===== config.mk =====
export PLATFORM = sky130hd
export DESIGN_NAME = pucch_cyclic_shift
export DESIGN_NICKNAME = d
export VERILOG_FILES = /design/src/rtl/pucch_cyclic_shift.sv
export SDC_FILE = /design/constraint.sdc
export NUM_CORES = 1
export LEC_CHECK = 0
export CAP_MARGIN = 20
export CORE_ASPECT_RATIO = 1.75
export CORE_MARGIN = 2
export CORE_UTILIZATION = 59
export CTS_BUF_LIST = sky130_fd_sc_hd__clkbuf_16
export DETAILED_ROUTE_END_ITERATION = 12
export GPL_TIMING_DRIVEN = 0
export PLACE_DENSITY = 0.95
export RECOVER_POWER = 100
export SLEW_MARGIN = 20
export SYNTH_ARGS = -nofsm -noshare
export SYNTH_HDL_FRONTEND = slang
export SYNTH_SLANG_ARGS = --single-unit

===== constraint.sdc =====
create_clock -name clk -period 8 [get_ports clk]
set_clock_uncertainty 0.2 [all_clocks]
set_input_delay 1.6 -clock clk [delete_from_list [all_inputs] [get_ports clk]]
set_output_delay 1.6 -clock clk [all_outputs]
set_load 0.02 [all_outputs]

===== src/rtl/pucch_cyclic_shift.sv =====
// pucch_cyclic_shift: per-symbol PUCCH cyclic-shift index (m0 + m_cs + n_cs(l)) mod 12 from upstream Gold-sequence bytes.
// Optional start-time range checking is enabled by defining PUCCH_CS_RANGE_CHECK_EN.
module pucch_cyclic_shift #(
  parameter int NSYMB = 14
) (
  input  logic       clk,
  input  logic       rst,
  input  logic       i_start,
  input  logic [3:0] i_m0,
  input  logic [3:0] i_mcs,
  input  logic [3:0] i_start_symbol,
  input  logic [3:0] i_num_symbols,
  input  logic       i_cseq_gen_done,
  input  logic [7:0] i_cseq_byte,
  input  logic       i_cseq_valid,
  output logic       o_cseq_get,
  output logic [3:0] o_alpha_idx,
  output logic [3:0] o_symbol,
  output logic       o_valid,
  input  logic       i_ready,
  output logic       o_busy,
  output logic       o_done,
  output logic       o_err
);
  typedef enum logic [2:0] {IDLE, WAITGEN, REQ, WAITB, OUT, DONE} state_t;
  state_t     state_q, state_d;
  logic [3:0] m0_q, m0_d, mcs_q, mcs_d, start_q, start_d, alpha_q, alpha_d, sym_q, sym_d;
  logic [4:0] k_q, k_d, end_q, end_d;
  logic       err_q, err_d;
  logic       bad;
  logic [8:0] sum;
  logic [3:0] alpha_mod;
`ifdef PUCCH_CS_RANGE_CHECK_EN
  assign bad = (i_m0 > 4'd11) || (i_mcs > 4'd11) || (i_num_symbols == 4'd0) ||
               (({1'b0, i_start_symbol} + {1'b0, i_num_symbols}) > 5'(NSYMB));
`else
  assign bad = 1'b0;
`endif
  assign sum       = {5'd0, m0_q} + {5'd0, mcs_q} + {1'b0, i_cseq_byte};
  assign alpha_mod = 4'(sum % 9'd12);
  // next-state: slot sequencing, byte skipping before the first PUCCH symbol, output capture
  always_comb begin
    state_d = state_q;
    m0_d    = m0_q;
    mcs_d   = mcs_q;
    start_d = start_q;
    end_d   = end_q;
    k_d     = k_q;
    alpha_d = alpha_q;
    sym_d   = sym_q;
    err_d   = 1'b0;
    case (state_q)
      IDLE: if (i_start) begin
        err_d = bad;
        if (!bad) begin
          m0_d    = i_m0;
          mcs_d   = i_mcs;
          start_d = i_start_symbol;
          end_d   = {1'b0, i_start_symbol} + {1'b0, i_num_symbols};
          k_d     = 5'd0;
          state_d = WAITGEN;
        end
      end
      WAITGEN: state_d = i_cseq_gen_done ? REQ : WAITGEN;
      REQ:     state_d = WAITB;
      WAITB: if (i_cseq_valid) begin
        if (k_q < {1'b0, start_q}) begin
          k_d     = k_q + 5'd1;
          state_d = REQ;
        end else begin
          alpha_d = alpha_mod;
          sym_d   = k_q[3:0];
          state_d = OUT;
        end
      end
      OUT: if (i_ready) begin
        k_d     = k_q + 5'd1;
        state_d = (k_q + 5'd1 >= end_q) ? DONE : REQ;
      end
      default: state_d = IDLE;
    endcase
  end
  // state and datapath registers; reset abandons any partial slot
  always_ff @(posedge clk or posedge rst) begin
    if (rst) begin
      state_q <= IDLE;
      m0_q    <= '0;
      mcs_q   <= '0;
      start_q <= '0;
      end_q   <= '0;
      k_q     <= '0;
      alpha_q <= '0;
      sym_q   <= '0;
      err_q   <= 1'b0;
    end else begin
      state_q <= state_d;
      m0_q    <= m0_d;
      mcs_q   <= mcs_d;
      start_q <= start_d;
      end_q   <= end_d;
      k_q     <= k_d;
      alpha_q <= alpha_d;
      sym_q   <= sym_d;
      err_q   <= err_d;
    end
  end
  assign o_cseq_get  = state_q == REQ;
  assign o_valid     = state_q == OUT;
  assign o_done      = state_q == DONE;
  assign o_busy      = (state_q != IDLE) && (state_q != DONE);
  assign o_alpha_idx = alpha_q;
  assign o_symbol    = sym_q;
  assign o_err       = err_q;
endmodule


==> results.sh <==
export IMPL_status="completed"
export IMPL_drc_errors=0
export IMPL_syn_area_sq_mm=0.00274
export IMPL_area_growth_syn_to_layout_pct=21.3
export IMPL_synth_top_family_by_area="compound AO/OA/AOI/OAI gates"
export IMPL_place_area_sq_mm=0.00322
export IMPL_dp_hpwl_mm=5.49
export IMPL_end_kind="flip-flop"
export IMPL_final_common_cell="nand2_1"
export IMPL_max_stage_delay_ps=810
export IMPL_finalHoldViolations=0
export IMPL_met1_usage_pct=29.2
export IMPL_ios=43
export IMPL_multi_input_area_sq_mm=0.00163
export IMPL_diodes=0
export IMPL_path_delay_family="compound AO/OA/AOI/OAI gates"
export IMPL_max_cap_violations=0
export IMPL_drive_above_1_share_pct=9.72
export IMPL_vias=2581
export IMPL_layout_common_cells="37 x nand2_1, 33 x dfrtp_1, 31 x inv_1"
export IMPL_cts_tree="done"
export IMPL_finalSetupTns_ps=0
export IMPL_antenna_left=0
export IMPL_clk_pin_slew_ps=50
export IMPL_die_width_microns=55.6
export IMPL_synth_distinct_cells=64
export IMPL_drtIter0Drc=113
export IMPL_finish_net_count=414
export IMPL_ys_seq_area_share_pct=30.1
export IMPL_cp_cell_sequence="dlygate4sd3_1 -> inv_1 -> fa_1 -> inv_1 -> ha_1 -> fa_1 -> clkbuf_1 -> a211oi_1 -> a2111oi_0 -> a221oi_1 -> a31oi_1 -> a32oi_1 -> nand2b_1 -> mux2i_1 -> a221o_1"
export IMPL_path_buf_inv=4
export IMPL_worstPathRequired_ps=7950
export IMPL_met2_usage_pct=58.1
export IMPL_start_util_pct=61.7
export IMPL_cp_arrival_ps=5930
export IMPL_grt_use_met3_pct=3.17
export IMPL_setup_viol=0
export IMPL_fin_area_sq_mm=0.00333
export IMPL_grt_pass1_vias=2633
export IMPL_finalPower_mw=1.51
export IMPL_finalCritPeriodShare_pct=74.7
export IMPL_insertion_delay_ps=270
export IMPL_ir_drop_uv=318
export IMPL_fin_util_pct=74.9
export IMPL_synthXorXnorAreaFrac_pct=3.51
export IMPL_rsz0062_at_grt="no"
export IMPL_grt_max_degree=34
export IMPL_critPathKind="primary input to flip-flop"
export IMPL_yosys_area_share_simple_pct=18.9
export IMPL_slew_headroom_pct=8.04
export IMPL_dieHeight_microns=94.2
export IMPL_coreArea_sq_mm=0.00444
export IMPL_avgViaCountPerCell=6.28
export IMPL_globalRoute_totalOverflow=0
export IMPL_grt_usage_pct=29.8
export IMPL_ctsRootBufferMaster="clkbuf_16"
export IMPL_synth_ff_type="dfrtp_1"
export IMPL_max_freq_mhz=167
export IMPL_cts_sinks=33
export IMPL_crit_path_top_delay_cell="a211oi_1"
export IMPL_async_reset_ff_share_pct=100
export IMPL_totalWireLength_mm=7.26
export IMPL_synthAdderAreaFrac_pct=12.1
export IMPL_synth_area_per_cell_sq_um=8.77
export IMPL_nFillCells=284
export IMPL_post_cts_buffers=0
export IMPL_dr_pass1_iters=5
export IMPL_synthMuxAreaShare_pct=3.19
export IMPL_synth_edf_count=0
export IMPL_cts_hold_fix_buffers=0
export IMPL_worst_pin_slew_ps=1370
export IMPL_grt_busiest_layer="met2"
export IMPL_synth_warnings=0
export IMPL_htree_num_levels=2
export IMPL_fin_crit_ps=5970
export IMPL_min_delay_path_class="flip-flop to flip-flop"
export IMPL_drv_slew=0
export IMPL_p_per_area_mw_per_mm2=453
export IMPL_die_area_sq_mm=0.00523
export IMPL_seq_area_sq_um=826
export IMPL_rrSetupSlack_ps=3600
export IMPL_clk_path_buf_depth=2
export IMPL_crit_fanout=7
export IMPL_wl_per_cell_microns=17.7
export IMPL_grt_pass1_wl_mm=12.2
export IMPL_io_buffers=41
export IMPL_numCtsBuffers=5
export IMPL_fp_row_count=32
export IMPL_gp_congestion=1.07
export IMPL_synth_nets=366
export IMPL_synthCells=313
export IMPL_synth_compound_area_share_pct=22.1
export IMPL_ys_ff_latch=33
export IMPL_cp_start_kind="primary input"
export IMPL_antenna_found_initial=0
export IMPL_cts_resized=0
export IMPL_p_leak_nw=1.56
-- metrics by stage --
stage | instances | hold WS (ps) | worst slack (ps)
2_1_floorplan | 313 | 282 | 3240
3_3_place_gp | 405 | 261 | 2460
3_5_place_dp | 405 | 263 | 2400
4_1_cts | 411 | 276 | 2650
5_1_grt | 411 | 321 | 1900
6_report | 411 | 271 | 2030
-- routing by layer --
| metal | up-vias | wire [microns] |
|---|---|---|
| li1 | 1191 | - |
| met1 | 1225 | 2470 |
| met2 | 125 | 4120 |
| met3 | 40 | 250 |
| met4 | 0 | 413 |
| met5 | - | 0 |
-- worst register-to-register path, stage by stage, from the launching register on --
cell and delay [ps]:
dfrtp_1 320, inv_1 60, fa_1 510, inv_1 50
ha_1 280, fa_1 390, clkbuf_1 210, a211oi_1 810
a2111oi_0 160, a221oi_1 260, a31oi_1 180, a32oi_1 250
nand2b_1 180, mux2i_1 90, a221o_1 310
-- flip-flops by register name (all words and copies together) (netlist names) --
signal,flops
end_q,5
k_q,5
m0_q,4
mcs_q,4
o_alpha_idx,4
o_symbol,4
start_q,4
state_q,3
-- logic make-up (layout without fill, tap and decap cells) --
| kind of cell | after synthesis | after routing |
|---|---|---|
| mux | 8 | 8 |
| compound gates | 86 | 86 |
| buf+inv | 49 | 96 |
| fa+ha+maj | 23 | 23 |
| simple gates | 102 | 102 |
| xor+xnor | 11 | 11 |
| flops | 33 | 33 |
| other cells | 1 | 1 |
-- power by group --
| part | internal (mW) | switching (mW) | total (mW) |
|---|---|---|---|
| registers | 0.235 | 0.0388 | 0.274 |
| clock network | 0.111 | 0.0650 | 0.176 |
| logic | 0.429 | 0.631 | 1.06 |
| total | 0.774 | 0.735 | 1.51 |
-- worst paths after layout --
path / end / depth (start not counted) / from
hold reg to reg: o_symbol[3] / 2 / o_symbol[3]
max in group asynchronous: start_q[0] / 2 / rst
setup reg to reg: o_alpha_idx[3] / 14 / m0_q[1]
min in group asynchronous: o_symbol[0] / 2 / rst
setup / recovery: o_alpha_idx[3] / 15 / i_cseq_byte[1]
hold / removal: o_symbol[3] / 2 / o_symbol[3]
-- layout make-up --
cell class,count,area share (%)
repair buffers,41,12.3
plain buffers,18,4.47
multi-input cells,231,49.1
well taps,51,1.92
inverters,31,3.50
clock inverters,1,0.150
clock buffers,5,3.76
flip-flops and latches,33,24.8
-- Yosys cell counts (3+ instances only) --
master / count / area share (%)
nand3_1: 8 / 1.5
ha_1: 17 / 7.8
o211ai_1: 7 / 1.9
clkbuf_1: 6 / 0.82
nor2_1: 14 / 1.9
nor3b_1: 5 / 1.4
inv_1: 31 / 4.2
nand2b_1: 8 / 1.8
nor3_1: 5 / 0.91
a21oi_1: 15 / 2.7
fa_1: 6 / 4.4
o21ai_0: 23 / 4.2
a32oi_1: 3 / 0.96
nor2b_1: 4 / 0.91
nand2_1: 37 / 5.1
nand4_1: 3 / 0.68
clkbuf_8: 4 / 2.0
mux2_2: 6 / 2.5
a21o_1: 7 / 1.9
buf_6: 3 / 1.2
a31oi_1: 4 / 0.91
dfrtp_1: 33 / 30
xnor2_1: 9 / 2.9
(Power assumes the default switching activity.)
